$ cat src/rtl/i2c_req_arbiter_if.sv
// Requester and I2C-master command/status signals shared by the arbiter.
// slave = arbiter view, master = requester/master-model view.
interface i2c_req_arbiter_if #(
  parameter int N_REQ   = 4,
  parameter int ADDR_BW = 7,
  parameter int DATA_BW = 8
);
  logic [N_REQ-1:0]         i_req_valid;
  logic [N_REQ-1:0]         i_req_rw;
  logic [N_REQ*ADDR_BW-1:0] i_req_addr;
  logic [N_REQ*DATA_BW-1:0] i_req_data;
  logic [N_REQ-1:0]         o_req_ready;
  logic [N_REQ-1:0]         o_rsp_valid;
  logic [DATA_BW-1:0]       o_rsp_data;
  logic                     o_rsp_err;
  logic                     o_busy;
  logic                     o_ctl_enable;
  logic                     o_ctl_rw;
  logic [ADDR_BW-1:0]       o_ctl_addr;
  logic [DATA_BW-1:0]       o_ctl_data;
  logic                     i_ctl_tx_ready;
  logic [DATA_BW-1:0]       i_ctl_rx_data;

  modport slave (
    input  i_req_valid, i_req_rw, i_req_addr, i_req_data, i_ctl_tx_ready, i_ctl_rx_data,
    output o_req_ready, o_rsp_valid, o_rsp_data, o_rsp_err, o_busy,
           o_ctl_enable, o_ctl_rw, o_ctl_addr, o_ctl_data
  );

  modport master (
    output i_req_valid, i_req_rw, i_req_addr, i_req_data, i_ctl_tx_ready, i_ctl_rx_data,
    input  o_req_ready, o_rsp_valid, o_rsp_data, o_rsp_err, o_busy,
           o_ctl_enable, o_ctl_rw, o_ctl_addr, o_ctl_data
  );
endinterface

$ cat src/rtl/i2c_req_arbiter.sv
// Round-robin arbiter sharing one I2C master between N_REQ requesters.
// Define I2C_ARB_TIMEOUT_EN to abort a command after TIMEOUT_CYC cycles with o_rsp_err.
module i2c_req_arbiter #(
  parameter int N_REQ       = 4,
  parameter int ADDR_BW     = 7,
  parameter int DATA_BW     = 8,
  parameter int TIMEOUT_CYC = 4096
) (
  input  logic             i_clk,
  input  logic             i_rst,
  i2c_req_arbiter_if.slave bus
);
  localparam int PTR_W = $clog2(N_REQ);

  typedef enum logic [1:0] {IDLE, ISSUE, WAIT_DONE, RESP} state_t;

  state_t             state_reg;
  logic [PTR_W-1:0]   ptr_reg;
  logic [PTR_W-1:0]   grant_reg;
  logic               ctl_enable_reg;
  logic               ctl_rw_reg;
  logic [ADDR_BW-1:0] ctl_addr_reg;
  logic [DATA_BW-1:0] ctl_data_reg;
  logic [N_REQ-1:0]   rsp_valid_reg;
  logic [DATA_BW-1:0] rsp_data_reg;
  logic               rsp_err_reg;

  logic [ADDR_BW-1:0] req_addr [N_REQ];
  logic [DATA_BW-1:0] req_data [N_REQ];
  logic [PTR_W-1:0]   grant_idx;
  logic               grant_found;
  logic [N_REQ-1:0]   grant_onehot;
  logic               grant_go;
  logic               timeout_hit;

  genvar gi;
  generate
    for (gi = 0; gi < N_REQ; gi++) begin : g_unpack
      assign req_addr[gi] = bus.i_req_addr[gi*ADDR_BW +: ADDR_BW];
      assign req_data[gi] = bus.i_req_data[gi*DATA_BW +: DATA_BW];
    end
  endgenerate

  // First pending requester strictly after the last grant, wrapping around.
  always_comb begin : rr_search
    int               cand;
    logic [PTR_W-1:0] cand_idx;
    grant_found = 1'b0;
    grant_idx   = '0;
    cand        = 0;
    cand_idx    = '0;
    for (int off = 1; off <= N_REQ; off++) begin
      cand = int'(ptr_reg) + off;
      if (cand >= N_REQ) cand = cand - N_REQ;
      cand_idx = PTR_W'(cand);
      if (!grant_found && bus.i_req_valid[cand_idx]) begin
        grant_found = 1'b1;
        grant_idx   = cand_idx;
      end
    end
  end

  assign grant_go     = (state_reg == IDLE) && grant_found && bus.i_ctl_tx_ready && !i_rst;
  assign grant_onehot = grant_go ? (N_REQ'(1) << grant_idx) : '0;

`ifdef I2C_ARB_TIMEOUT_EN
  localparam int CNT_W = $clog2(TIMEOUT_CYC);
  logic [CNT_W-1:0] to_cnt_reg;

  always_ff @(posedge i_clk or posedge i_rst) begin
    if (i_rst)
      to_cnt_reg <= '0;
    else if (state_reg == IDLE)
      to_cnt_reg <= '0;
    else if (state_reg == ISSUE || state_reg == WAIT_DONE)
      to_cnt_reg <= to_cnt_reg + CNT_W'(1);
  end

  assign timeout_hit = (state_reg == ISSUE || state_reg == WAIT_DONE) &&
                       (to_cnt_reg == CNT_W'(TIMEOUT_CYC - 1));
`else
  assign timeout_hit = 1'b0;
`endif

  always_ff @(posedge i_clk or posedge i_rst) begin
    if (i_rst) begin
      state_reg      <= IDLE;
      ptr_reg        <= PTR_W'(N_REQ - 1);
      grant_reg      <= '0;
      ctl_enable_reg <= 1'b0;
      ctl_rw_reg     <= 1'b0;
      ctl_addr_reg   <= '0;
      ctl_data_reg   <= '0;
      rsp_valid_reg  <= '0;
      rsp_data_reg   <= '0;
      rsp_err_reg    <= 1'b0;
    end else begin
      rsp_valid_reg <= '0;
      case (state_reg)
        IDLE: begin
          if (grant_go) begin
            grant_reg      <= grant_idx;
            ctl_rw_reg     <= bus.i_req_rw[grant_idx];
            ctl_addr_reg   <= req_addr[grant_idx];
            ctl_data_reg   <= req_data[grant_idx];
            ctl_enable_reg <= 1'b1;
            state_reg      <= ISSUE;
          end
        end
        ISSUE: begin
          if (timeout_hit) begin
            ctl_enable_reg <= 1'b0;
            rsp_valid_reg  <= N_REQ'(1) << grant_reg;
            rsp_data_reg   <= '0;
            rsp_err_reg    <= 1'b1;
            state_reg      <= RESP;
          end else if (!bus.i_ctl_tx_ready) begin
            // Dropping enable once the master starts makes it STOP rather than chain.
            ctl_enable_reg <= 1'b0;
            state_reg      <= WAIT_DONE;
          end
        end
        WAIT_DONE: begin
          // A real completion wins over a simultaneous timeout.
          if (bus.i_ctl_tx_ready) begin
            rsp_valid_reg <= N_REQ'(1) << grant_reg;
            rsp_data_reg  <= bus.i_ctl_rx_data;
            rsp_err_reg   <= 1'b0;
            state_reg     <= RESP;
          end else if (timeout_hit) begin
            rsp_valid_reg <= N_REQ'(1) << grant_reg;
            rsp_data_reg  <= '0;
            rsp_err_reg   <= 1'b1;
            state_reg     <= RESP;
          end
        end
        RESP: begin
          ptr_reg   <= grant_reg;
          state_reg <= IDLE;
        end
        default: state_reg <= IDLE;
      endcase
    end
  end

  assign bus.o_req_ready  = grant_onehot;
  assign bus.o_rsp_valid  = rsp_valid_reg;
  assign bus.o_rsp_data   = rsp_data_reg;
  assign bus.o_rsp_err    = rsp_err_reg;
  assign bus.o_busy       = (state_reg != IDLE);
  assign bus.o_ctl_enable = ctl_enable_reg;
  assign bus.o_ctl_rw     = ctl_rw_reg;
  assign bus.o_ctl_addr   = ctl_addr_reg;
  assign bus.o_ctl_data   = ctl_data_reg;
endmodule

$ cat src/flat_wrapper.sv
// flat-port wrapper written by rule: the top's interface ports become plain ports
module i2c_req_arbiter_flat 
#(
  parameter int N_REQ       = 4,
  parameter int ADDR_BW     = 7,
  parameter int DATA_BW     = 8,
  parameter int TIMEOUT_CYC = 4096
)
  (i_clk, i_rst, bus_i_req_valid, bus_i_req_rw, bus_i_req_addr, bus_i_req_data, bus_i_ctl_tx_ready, bus_i_ctl_rx_data, bus_o_req_ready, bus_o_rsp_valid, bus_o_rsp_data, bus_o_rsp_err, bus_o_busy, bus_o_ctl_enable, bus_o_ctl_rw, bus_o_ctl_addr, bus_o_ctl_data);
  i2c_req_arbiter_if #(.N_REQ(N_REQ), .ADDR_BW(ADDR_BW), .DATA_BW(DATA_BW)) bus_i ();
  input  logic i_clk;
  input  logic i_rst;
  input wire logic [$bits(bus_i.i_req_valid)-1:0] bus_i_req_valid;
  input wire logic [$bits(bus_i.i_req_rw)-1:0] bus_i_req_rw;
  input wire logic [$bits(bus_i.i_req_addr)-1:0] bus_i_req_addr;
  input wire logic [$bits(bus_i.i_req_data)-1:0] bus_i_req_data;
  input wire logic [$bits(bus_i.i_ctl_tx_ready)-1:0] bus_i_ctl_tx_ready;
  input wire logic [$bits(bus_i.i_ctl_rx_data)-1:0] bus_i_ctl_rx_data;
  output wire logic [$bits(bus_i.o_req_ready)-1:0] bus_o_req_ready;
  output wire logic [$bits(bus_i.o_rsp_valid)-1:0] bus_o_rsp_valid;
  output wire logic [$bits(bus_i.o_rsp_data)-1:0] bus_o_rsp_data;
  output wire logic [$bits(bus_i.o_rsp_err)-1:0] bus_o_rsp_err;
  output wire logic [$bits(bus_i.o_busy)-1:0] bus_o_busy;
  output wire logic [$bits(bus_i.o_ctl_enable)-1:0] bus_o_ctl_enable;
  output wire logic [$bits(bus_i.o_ctl_rw)-1:0] bus_o_ctl_rw;
  output wire logic [$bits(bus_i.o_ctl_addr)-1:0] bus_o_ctl_addr;
  output wire logic [$bits(bus_i.o_ctl_data)-1:0] bus_o_ctl_data;
  assign bus_i.i_req_valid = bus_i_req_valid;
  assign bus_i.i_req_rw = bus_i_req_rw;
  assign bus_i.i_req_addr = bus_i_req_addr;
  assign bus_i.i_req_data = bus_i_req_data;
  assign bus_i.i_ctl_tx_ready = bus_i_ctl_tx_ready;
  assign bus_i.i_ctl_rx_data = bus_i_ctl_rx_data;
  assign bus_o_req_ready = bus_i.o_req_ready;
  assign bus_o_rsp_valid = bus_i.o_rsp_valid;
  assign bus_o_rsp_data = bus_i.o_rsp_data;
  assign bus_o_rsp_err = bus_i.o_rsp_err;
  assign bus_o_busy = bus_i.o_busy;
  assign bus_o_ctl_enable = bus_i.o_ctl_enable;
  assign bus_o_ctl_rw = bus_i.o_ctl_rw;
  assign bus_o_ctl_addr = bus_i.o_ctl_addr;
  assign bus_o_ctl_data = bus_i.o_ctl_data;
  i2c_req_arbiter #(.N_REQ(N_REQ), .ADDR_BW(ADDR_BW), .DATA_BW(DATA_BW), .TIMEOUT_CYC(TIMEOUT_CYC)) u_core (.i_clk(i_clk), .i_rst(i_rst), .bus(bus_i));
endmodule
$ cat config.mk
export PLATFORM = sky130hd
export DESIGN_NAME = i2c_req_arbiter_flat
export DESIGN_NICKNAME = d
export VERILOG_FILES = /design/src/rtl/i2c_req_arbiter_if.sv /design/src/rtl/i2c_req_arbiter.sv /design/src/flat_wrapper.sv
export SDC_FILE = /design/constraint.sdc
export NUM_CORES = 1
export LEC_CHECK = 0
export CAP_MARGIN = 20
export CORE_ASPECT_RATIO = 1.25
export CORE_MARGIN = 2
export CORE_UTILIZATION = 30
export DETAILED_ROUTE_END_ITERATION = 12
export DONT_BUFFER_PORTS = 1
export PLACE_DENSITY = 0.53
export SETUP_SLACK_MARGIN = 0.4
export SKIP_CTS_REPAIR_TIMING = 1
export SYNTH_ARGS = -nofsm -noshare
export SYNTH_HDL_FRONTEND = slang
export SYNTH_SLANG_ARGS = --single-unit
export TNS_END_PERCENT = 20
$ cat constraint.sdc
create_clock -name i_clk -period 3 [get_ports i_clk]
set_input_delay 0.6 -clock i_clk [delete_from_list [all_inputs] [get_ports i_clk]]
set_output_delay 0.6 -clock i_clk [all_outputs]
set_load 0.05 [all_outputs]
==> impl_metrics.env, run 1 <==
export IMPL_synthAdderAreaFrac=0.02960
export IMPL_synth_commonest_cells="33 x dfrtp_1, 23 x a211oi_1, 22 x inv_1"
export IMPL_ir_worst_vdd_uv=422.7
export IMPL_htree_levels=2
export IMPL_synth_most_common_cell="dfrtp_1"
export IMPL_setup_violations_final=0
export IMPL_period_minus_slack_ns=2.521
export IMPL_worst_hold_slack_ns=0.2038
export IMPL_synth_xor_area_share=0
export IMPL_synthMuxAreaShare=0.1391
export IMPL_yosysSeqAreaShare=0.4156
export IMPL_synth_main_ff_cell="dfrtp_1"
export IMPL_grt_pass1_wl_microns=8694
export IMPL_syn_nets=291
export IMPL_finalHoldViolCount=0
export IMPL_syn_avg_cell_area_sq_um=10.21
export IMPL_startpoint_type="flop"
export IMPL_synthSimpleGateAreaFrac=0.09710
export IMPL_skew_ns=0.01266
export IMPL_grt_max_degree=25
export IMPL_grt_overflow_total=0
export IMPL_routed_wl_microns=5595
export IMPL_synth_compound_area_frac=0.2238
export IMPL_die_area_sq_um=7736
export IMPL_finalSetupTns_ns=0
export IMPL_synth_seq_cells=35
export IMPL_clk_latency_ns=0.29
export IMPL_place_ws_ns=0.5883
export IMPL_post_route_util=0.3493
export IMPL_syn_inst=207
export IMPL_hpwl_microns=4137
export IMPL_cts_made_buffers=5
export IMPL_p_per_area_nw_per_um2=1171
export IMPL_synth_top_area_cell="dfrtp_1"
export IMPL_netlist_area_leader_share=0.3908
export IMPL_end_kind="output pin"
export IMPL_max_slew_worst_pin_slew_ns=0.5412
export IMPL_root_buffer="clkbuf_8"
export IMPL_drive_above_1_share=0.2731
export IMPL_clk_path_buf_depth=2
export IMPL_num_nets_final=299
export IMPL_die_y_microns=97.84
export IMPL_synth_cell_types=38
export IMPL_cp_required_ns=2.40
export IMPL_io_pins=114
export IMPL_status="finished, final reports clean"
export IMPL_vias=1559
export IMPL_hold_path_class="input port to asynchronous set/reset pin"
export IMPL_area_growth_pct=13.91
export IMPL_grt_pass1_vias=1706
export IMPL_antenna_found_initial=0
export IMPL_grtUsageTotal=0.1470
export IMPL_async_reset_ff_frac=1.000
export IMPL_cap_violations=0
export IMPL_netlist_area_sq_um=2113
export IMPL_coreArea_sq_um=6892
export IMPL_initialDrtViolationCount=44
export IMPL_timing_fmax_ghz=0.3967
export IMPL_path_class="flop to output pin"
export IMPL_power_mw=2.818
export IMPL_vias_per_cell=5.095
export IMPL_synth_top_family_by_area="compound AO/OA/AOI/OAI gates"
export IMPL_detail_route_antenna_nets=0
export IMPL_clkSlewWorstSetupHoldPaths_ns=0.08
export IMPL_drv_slew=0
export IMPL_dr_pass1_iters=4
export IMPL_cp_max_fo=19
export IMPL_drc=0
export IMPL_cts_num_sinks=35
export IMPL_grt_setup_unrepaired="false"
export IMPL_start_util=0.3066
export IMPL_period_share=0.8402
export IMPL_routabilityCongestion=0.8503
export IMPL_slew_headroom=0.6392
export IMPL_cp_arrival_ns=1.92
export IMPL_cts_tree="built"
export IMPL_p_leak_nw=1.027
export IMPL_diodes=0
export IMPL_yosys_warnings=0
export IMPL_die_w_microns=79.07
export IMPL_port_buffers=0
export IMPL_wl_per_cell_microns=18.28
export IMPL_synth_edf_count=0
export IMPL_fin_ws_ns=0.4794
export IMPL_synth_area_top_cells="dfrtp_1 39%, a211oi_1 8.2%, mux2i_1 8.1%, a211oi_2 5.9%, mux2_2 5.3%"
export IMPL_std_cell_rows=34
## worst paths after layout
kind	startpoint	endpoint	slack (ns)	depth (start not counted)
min in group i_clk	bus_i_ctl_rx_data[2]	u_core.bus.o_rsp_data[2]$_DFFE_PP0P_	0.46	1
setup / recovery	u_core.ptr_reg[0]$_DFFE_PP1N_	bus_o_req_ready[2]	0.48	5
setup reg to reg	u_core.ptr_reg[0]$_DFFE_PP1N_	u_core.bus.o_ctl_addr[3]$_DFFE_PP0P_	0.95	6
max in group asynchronous	i_rst	u_core.ptr_reg[1]$_DFFE_PP1N_	2.04	2
hold reg to reg	u_core.grant_reg[1]$_DFFE_PP0P_	u_core.bus.o_rsp_valid[1]$_DFF_PP0_	0.51	1
hold / removal	i_rst	u_core.bus.o_ctl_addr[6]$_DFFE_PP0P_	0.20	1
## power by group
group          switching [mW]  internal, mW
registers               0.796         0.689
clock network           0.184         0.269
logic                   0.504         0.376
## layout by cell type, fill, tap and decap left out, types with 3 or more instances in the layout
master,Yosys,final
a211oi_1,23,22
a211oi_2,10,10
a31oi_1,16,16
buf_4,2,12
clkbuf_8,0,6
dfrtp_1,33,33
ha_1,5,4
inv_1,22,21
mux2_2,10,10
mux2i_1,17,17
nand2_1,5,4
nand2b_1,3,3
nor2_1,21,20
nor3_1,6,5
o21ai_0,3,3
## logic make-up (layout without fill, tap and decap cells)
family,after synthesis,in the layout
AND/OR/NAND/NOR,43,43
buffers and inverters,36,45
adder cells (fa/ha/maj),5,5
multiplexers,28,28
AO/OA/AOI/OAI,59,59
other,1,1
flip-flops,35,35
## stage by stage
stage | cells | instance area, sq um
6_report | 306 | 2407
5_1_grt | 306 | 2407
4_1_cts | 304 | 2372
3_5_place_dp | 296 | 2255
3_3_place_gp | 296 | 2255
2_1_floorplan | 207 | 2121
## layer usage
layer	GRT usage	up-vias	routed length (microns)
li1	-	752	-
met5	0	-	0
met3	0.03789	4	349
met1	0.1646	737	2253
met2	0.2712	66	2938
met4	0.03979	0	53
## area by class of cell
type / count / area (sq um)
Tap cell: 90 / 112.6
Clock buffer: 6 / 82.58
Inverter: 22 / 82.58
Fill cell: 740 / 4484
Sequential cell: 35 / 878.3
Timing Repair Buffer: 15 / 141.4
Clock inverter: 2 / 35.03
Multi-Input combinational cell: 136 / 1075
## critical path, cell delays in order, from the launching register on
cell and delay [ns]:
dfstp_2 0.56, nand2b_2 0.13, a21bo_1 0.13, and3_4 0.40
and3_1 0.25, buf_12 0.15
Power figures use the tool's default switching activity.
==> run 2: changes to the inputs <==
Settings changed: ABC_AREA from default to 1, PLACE_DENSITY 0.53 to 0.54.
Clock period 3 ns to 2.3 ns, I/O delays scaled along.
==> impl_metrics.env, run 2 <==
export IMPL_cts_made_buffers=5
export IMPL_vias_per_cell=4.719
export IMPL_timing_fmax_ghz=0.3713
export IMPL_startpoint_type="flop"
export IMPL_p_seq_frac=0.334
export IMPL_io_pins=114
export IMPL_post_route_util=0.3745
export IMPL_synth_top_area_cell="dfrtp_1"
export IMPL_ir_worst_vdd_uv=778.4
export IMPL_slew_headroom=0.6455
export IMPL_grt_max_degree=36
export IMPL_power_switching_mw=3.181
export IMPL_synth_cell_types=27
export IMPL_clockPowerShare=0.086
export IMPL_syn_avg_cell_area_sq_um=6.697
export IMPL_yosys_warnings=0
export IMPL_diodes=0
export IMPL_wl_per_cell_microns=14.31
export IMPL_internal_power_mw=2.208
export IMPL_clk_latency_ns=0.29
export IMPL_detail_route_antenna_nets=0
export IMPL_final_common_cell="nand2_1"
export IMPL_max_slew_worst_pin_slew_ns=0.5317
export IMPL_grt_pass1_wl_microns=9259
export IMPL_path_class="flop to output pin"
export IMPL_swShare=0.5903
export IMPL_die_area_sq_um=8448
export IMPL_cp_required_ns=1.84
export IMPL_htree_levels=2
export IMPL_coreArea_sq_um=7445
export IMPL_violations="negative setup slack"
export IMPL_cts_tree="built"
export IMPL_port_buffers=0
export IMPL_area_growth_pct=20.30
export IMPL_period_minus_slack_ns=2.693
export IMPL_synth_edf_count=0
export IMPL_end_kind="output pin"
export IMPL_syn_nets=430
export IMPL_netlist_area_leader_share=0.3564
export IMPL_setup_violations_final=4
export IMPL_die_y_microns=102.3
export IMPL_fin_ws_ns=-0.3933
export IMPL_async_reset_ff_frac=1.000
export IMPL_die_w_microns=82.61
export IMPL_yosysSeqAreaShare=0.3790
export IMPL_synth_commonest_cells="201 x nand2_1, 37 x nand3_1, 33 x dfrtp_1"
export IMPL_antenna_found_initial=0
export IMPL_fillers=824
export IMPL_std_cell_rows=35
export IMPL_num_nets_final=446
export IMPL_cap_violations=0
export IMPL_final_cell_mix="185 x nand2_1, 36 x nand3_1, 33 x dfrtp_1"
export IMPL_cp_max_fo=4
export IMPL_vias=2147
export IMPL_routed_wl_microns=6511
export IMPL_p_per_area_nw_per_um2=1933
export IMPL_status="complete, but fails checks"
export IMPL_grt_overflow_total=0
export IMPL_initialDrtViolationCount=65
export IMPL_grtUsageTotal=0.1462
export IMPL_synth_most_common_cell="nand2_1"
export IMPL_hold_path_class="input port to asynchronous set/reset pin"
export IMPL_drv_slew=0
export IMPL_root_buffer="clkbuf_8"
export IMPL_routabilityCongestion=0.8826
export IMPL_grt_pass1_vias=1934
export IMPL_skew_ns=0.005802
export IMPL_cp_arrival_ns=2.23
export IMPL_drive_above_1_share=0.2176
export IMPL_syn_inst=346
export IMPL_instances_no_fill=455
export IMPL_period_share=1.171
export IMPL_synth_area_top_cells="dfrtp_1 36%, nand2_1 33%, nand3_1 8.0%, mux2_2 3.9%, ha_1 2.7%"
export IMPL_rrSetupSlack_ns=0.05
export IMPL_netlist_area_sq_um=2317
export IMPL_cts_num_sinks=35
export IMPL_start_util=0.3113
export IMPL_dr_pass1_iters=4
export IMPL_hpwl_microns=4774
export IMPL_grt_setup_unrepaired="true"
export IMPL_drc=0
export IMPL_clk_path_buf_depth=2
export IMPL_clkSlewWorstSetupHoldPaths_ns=0.08
export IMPL_dpl_cell_count=439
export IMPL_synth_main_ff_cell="dfrtp_1"
export IMPL_finalSetupTns_ns=-1.407
export IMPL_p_comb_frac=0.580
export IMPL_p_leak_nw=1.499
export IMPL_finalHoldViolCount=0
export IMPL_synth_seq_cells=35
-- run 2: cell types whose count changed in the layout (fill, tap and decap cells not counted), sizes merged, moves of 2 or more --
cell      delta
nand2      +197
nand3       +38
a211oi      -33
a31oi       -16
mux2i       -16
nor2        -15
buf         +10
inv          -7
nand2b       -4
o21ai        +4
clkinvlp     +3
mux2         -3
and3         -2
-- run 2: path summary, 6_finish.rpt --
path | from | endpoint | cells past startpoint
worst max-delay path | u_core.ptr_reg[0]$_DFFE_PP1N_ | bus_o_req_ready[0] | 13
worst min-delay path | i_rst | u_core.bus.o_rsp_data[3]$_DFFE_PP0P_ | 2
worst max register to register | u_core.ptr_reg[0]$_DFFE_PP1N_ | u_core.bus.o_ctl_addr[0]$_DFFE_PP0P_ | 17
worst min register to register | u_core.grant_reg[1]$_DFFE_PP0P_ | u_core.bus.o_rsp_valid[1]$_DFF_PP0_ | 1
max in group asynchronous | i_rst | u_core.ptr_reg[0]$_DFFE_PP1N_ | 2
min in group i_clk | bus_i_ctl_rx_data[2] | u_core.bus.o_rsp_data[2]$_DFFE_PP0P_ | 1
-- run 2: logic make-up after synthesis --
kind of cell | synth area share
AND/OR/NAND/NOR | 0.4600
buffers and inverters | 0.06965
flip-flops | 0.3790
other | 0.001618
adder cells (fa/ha/maj) | 0.02700
AO/OA/AOI/OAI | 0.01944
multiplexers | 0.04320
-- run 2: per-stage QoR --
step	power (mW)	setup WS [ns]	instance area (sq um)	hold WS (ns)
finish	5.389	-0.3933	2788	0.2222
global route	5.995	-0.5607	2788	0.2544
detailed placement	4.732	-0.009908	2564	0.5268
floorplan	4.187	-0.1335	2384	0.4218
CTS	5.213	-0.3459	2656	0.2364
global placement	4.683	0.01396	2564	0.5208
-- run 2: worst max-delay path, cell delays in order (launching register included) --
cell and delay [ns]:
dfstp_2 0.55, buf_4 0.12, buf_4 0.11, nand2_1 0.07, nand2_2 0.10, nand2_2 0.06, nand2_2 0.09, inv_2 0.05
nand3_1 0.09, nand3_2 0.10, nor2_4 0.13, inv_4 0.08, nor3_4 0.22, buf_12 0.16
-- run 2: cell type report --
class,instances,area [sq um],share of cell area
clock inverters,3,23.77,0.008528
clock buffers,5,68.82,0.02469
multi-input cells,280,1399,0.5018
flip-flops and latches,35,878.3,0.3151
inverters,15,65.06,0.02334
repair buffers,25,237.7,0.08528
well taps,92,115.1,0.04129
-- run 2: layer usage --
layer  track usage  vias up  wire length, microns
li1              -     1106                     -
met1        0.1681      959                  2552
met2        0.2661       76                  3392
met3       0.03710        6                   493
met4       0.03783        0                    72
met5             0        -                     0
-- run 2: power by group through the flow --
stage | logic, mW | clock network (mW) | registers, mW
after floorplan | 2.44 | 0 | 1.75
after global placement | 2.85 | 0 | 1.83
after detailed placement | 2.90 | 0 | 1.84
after CTS | 2.91 | 0.485 | 1.82
after global routing | 3.65 | 0.514 | 1.83
final | 3.12 | 0.464 | 1.80
==> run 3: changes to the inputs <==
Settings changed: CORE_UTILIZATION 30 to 57, MAX_ROUTING_LAYER from default to met4, PLACE_DENSITY 0.54 to 0.84, SKIP_LAST_GASP from default to 1.
==> impl_metrics.env, run 3 (same netlist as run 2, synthesis figures left out) <==
export IMPL_std_cell_rows=25
export IMPL_cts_made_buffers=5
export IMPL_final_cell_mix="184 x nand2_1, 36 x nand3_1, 33 x dfrtp_1"
export IMPL_cp_arrival_ns=2.24
export IMPL_clk_latency_ns=0.29
export IMPL_skew_ns=0.002011
export IMPL_dpl_cell_area_sq_um=2501
export IMPL_period_share=1.176
export IMPL_clk_path_buf_depth=2
export IMPL_drive_above_1_share=0.2155
export IMPL_antenna_found_initial=0
export IMPL_startpoint_type="flop"
export IMPL_area_growth_pct=23.65
export IMPL_cp_max_fo=8
export IMPL_die_w_microns=61.03
export IMPL_port_buffers=0
export IMPL_status="complete, but fails checks"
export IMPL_fin_ws_ns=-0.4048
export IMPL_finalHoldViolCount=0
export IMPL_drc=0
export IMPL_initialDrtViolationCount=144
export IMPL_hpwl_microns=4568
export IMPL_vias_per_cell=5.454
export IMPL_path_class="flop to output pin"
export IMPL_routabilityCongestion=0.7964
export IMPL_period_minus_slack_ns=2.705
export IMPL_grt_pass1_vias=2118
export IMPL_root_buffer="clkbuf_8"
export IMPL_vias=2269
export IMPL_fillers=305
export IMPL_grtUsageTotal=0.2783
export IMPL_crit_path_cell_trace="inv_4, nand2_2, nand2_2, nand2_2, nand2_4, nor2_4, nand2_2, nor3_4, nor2_4, inv_4, nand2_4, nor2_4, buf_12"
export IMPL_die_y_microns=75.29
export IMPL_instances_no_fill=416
export IMPL_routed_wl_microns=6499
export IMPL_path_buf_inv=3
export IMPL_dr_pass1_iters=4
export IMPL_end_kind="output pin"
export IMPL_dpl_cell_count=399
export IMPL_io_pins=114
export IMPL_timing_fmax_ghz=0.3697
export IMPL_cp_slowest_cell="dfstp_2"
export IMPL_htree_levels=2
export IMPL_slowest_delay_ns=0.61
export IMPL_setup_violations_final=6
export IMPL_critical_path_top_delay_family="simple AND/OR/NAND/NOR gates"
export IMPL_clkSlewWorstSetupHoldPaths_ns=0.08
export IMPL_violations="negative setup slack"
export IMPL_cts_num_sinks=35
export IMPL_diodes=0
export IMPL_grt_overflow_total=0
export IMPL_grt_pass1_wl_microns=9177
export IMPL_final_common_cell="nand2_1"
export IMPL_critPathMostFrequentCell="nand2_2"
export IMPL_die_area_sq_um=4595
export IMPL_grt_max_degree=36
export IMPL_max_slew_worst_pin_slew_ns=0.5083
export IMPL_detail_route_antenna_nets=0
export IMPL_grt_setup_unrepaired="true"
export IMPL_cp_required_ns=1.84
export IMPL_final_cell_area_sq_um=2865
export IMPL_start_util=0.6023
export IMPL_wl_per_cell_microns=15.62
export IMPL_num_nets_final=445
export IMPL_slew_headroom=0.6608
export IMPL_cts_tree="built"
export IMPL_worst_hold_slack_ns=0.2308
export IMPL_coreArea_sq_um=3847
export IMPL_drv_slew=0
export IMPL_cap_violations=0
export IMPL_hold_path_class="input port to asynchronous set/reset pin"
## run 3: cell type report
class | count | area (sq um) | share of cell area
clock buffers | 5 | 68.82 | 0.02402
clock inverters | 3 | 43.79 | 0.01528
inverters | 15 | 68.82 | 0.02402
multi-input cells | 280 | 1410 | 0.4921
flip-flops and latches | 35 | 878.3 | 0.3065
well taps | 54 | 67.56 | 0.02358
repair buffers | 24 | 327.8 | 0.1144
## run 3: final timing paths
kind                                                 start                                    to  slack [ns]  depth (start not counted)
min                                                  i_rst  u_core.bus.o_ctl_addr[3]$_DFFE_PP0P_        0.23                          2
max reg2reg                  u_core.ptr_reg[0]$_DFFE_PP1N_       u_core.state_reg[0]$_DFFE_PP0P_       -0.20                         14
max in group asynchronous                            i_rst         u_core.ptr_reg[0]$_DFFE_PP1N_        1.73                          2
min reg2reg                u_core.grant_reg[1]$_DFFE_PP0P_   u_core.bus.o_rsp_valid[1]$_DFF_PP0_        0.51                          1
min in group i_clk                    bus_i_ctl_rx_data[6]  u_core.bus.o_rsp_data[6]$_DFFE_PP0P_        0.31                          1
max                          u_core.ptr_reg[0]$_DFFE_PP1N_                    bus_o_req_ready[2]       -0.40                         13
## run 3: per-layer routing
metal  up-vias  global-route usage  wire length (microns)
li1       1114                   -                      -
met1      1045              0.2780                   2365
met2       102              0.5201                   3598
met3         8             0.06186                    462
met4         0             0.08937                     71
met5         -                   -                      0
## run 3: worst register-to-register path, cell delays in order (launching register included)
cell and delay (ns):
dfstp_2 0.61, inv_4 0.08, nand2_2 0.07, nand2_2 0.07, nand2_2 0.10, nand2_4 0.07, nor2_4 0.17, nand3_4 0.12
nand4_4 0.13, clkinvlp_4 0.18, buf_4 0.17, buf_4 0.16, o21ai_1 0.31, nand2_1 0.09, o21ai_0 0.09
## run 3: stage by stage
stage                     TNS [ns]    util  worst slack (ns)
after global placement           0  0.6501           0.02808
after floorplan            -0.2725       -           -0.1335
after global routing        -2.636  0.7447           -0.5034
final                       -1.941  0.7447           -0.4048
after detailed placement   -0.1673  0.6501          -0.09614
after CTS                   -1.511  0.6794           -0.4224
Power of run 3 is left out: the tool's default activity adds up to more than one toggle a clock period on the data nets, which glitch-free logic cannot reach.
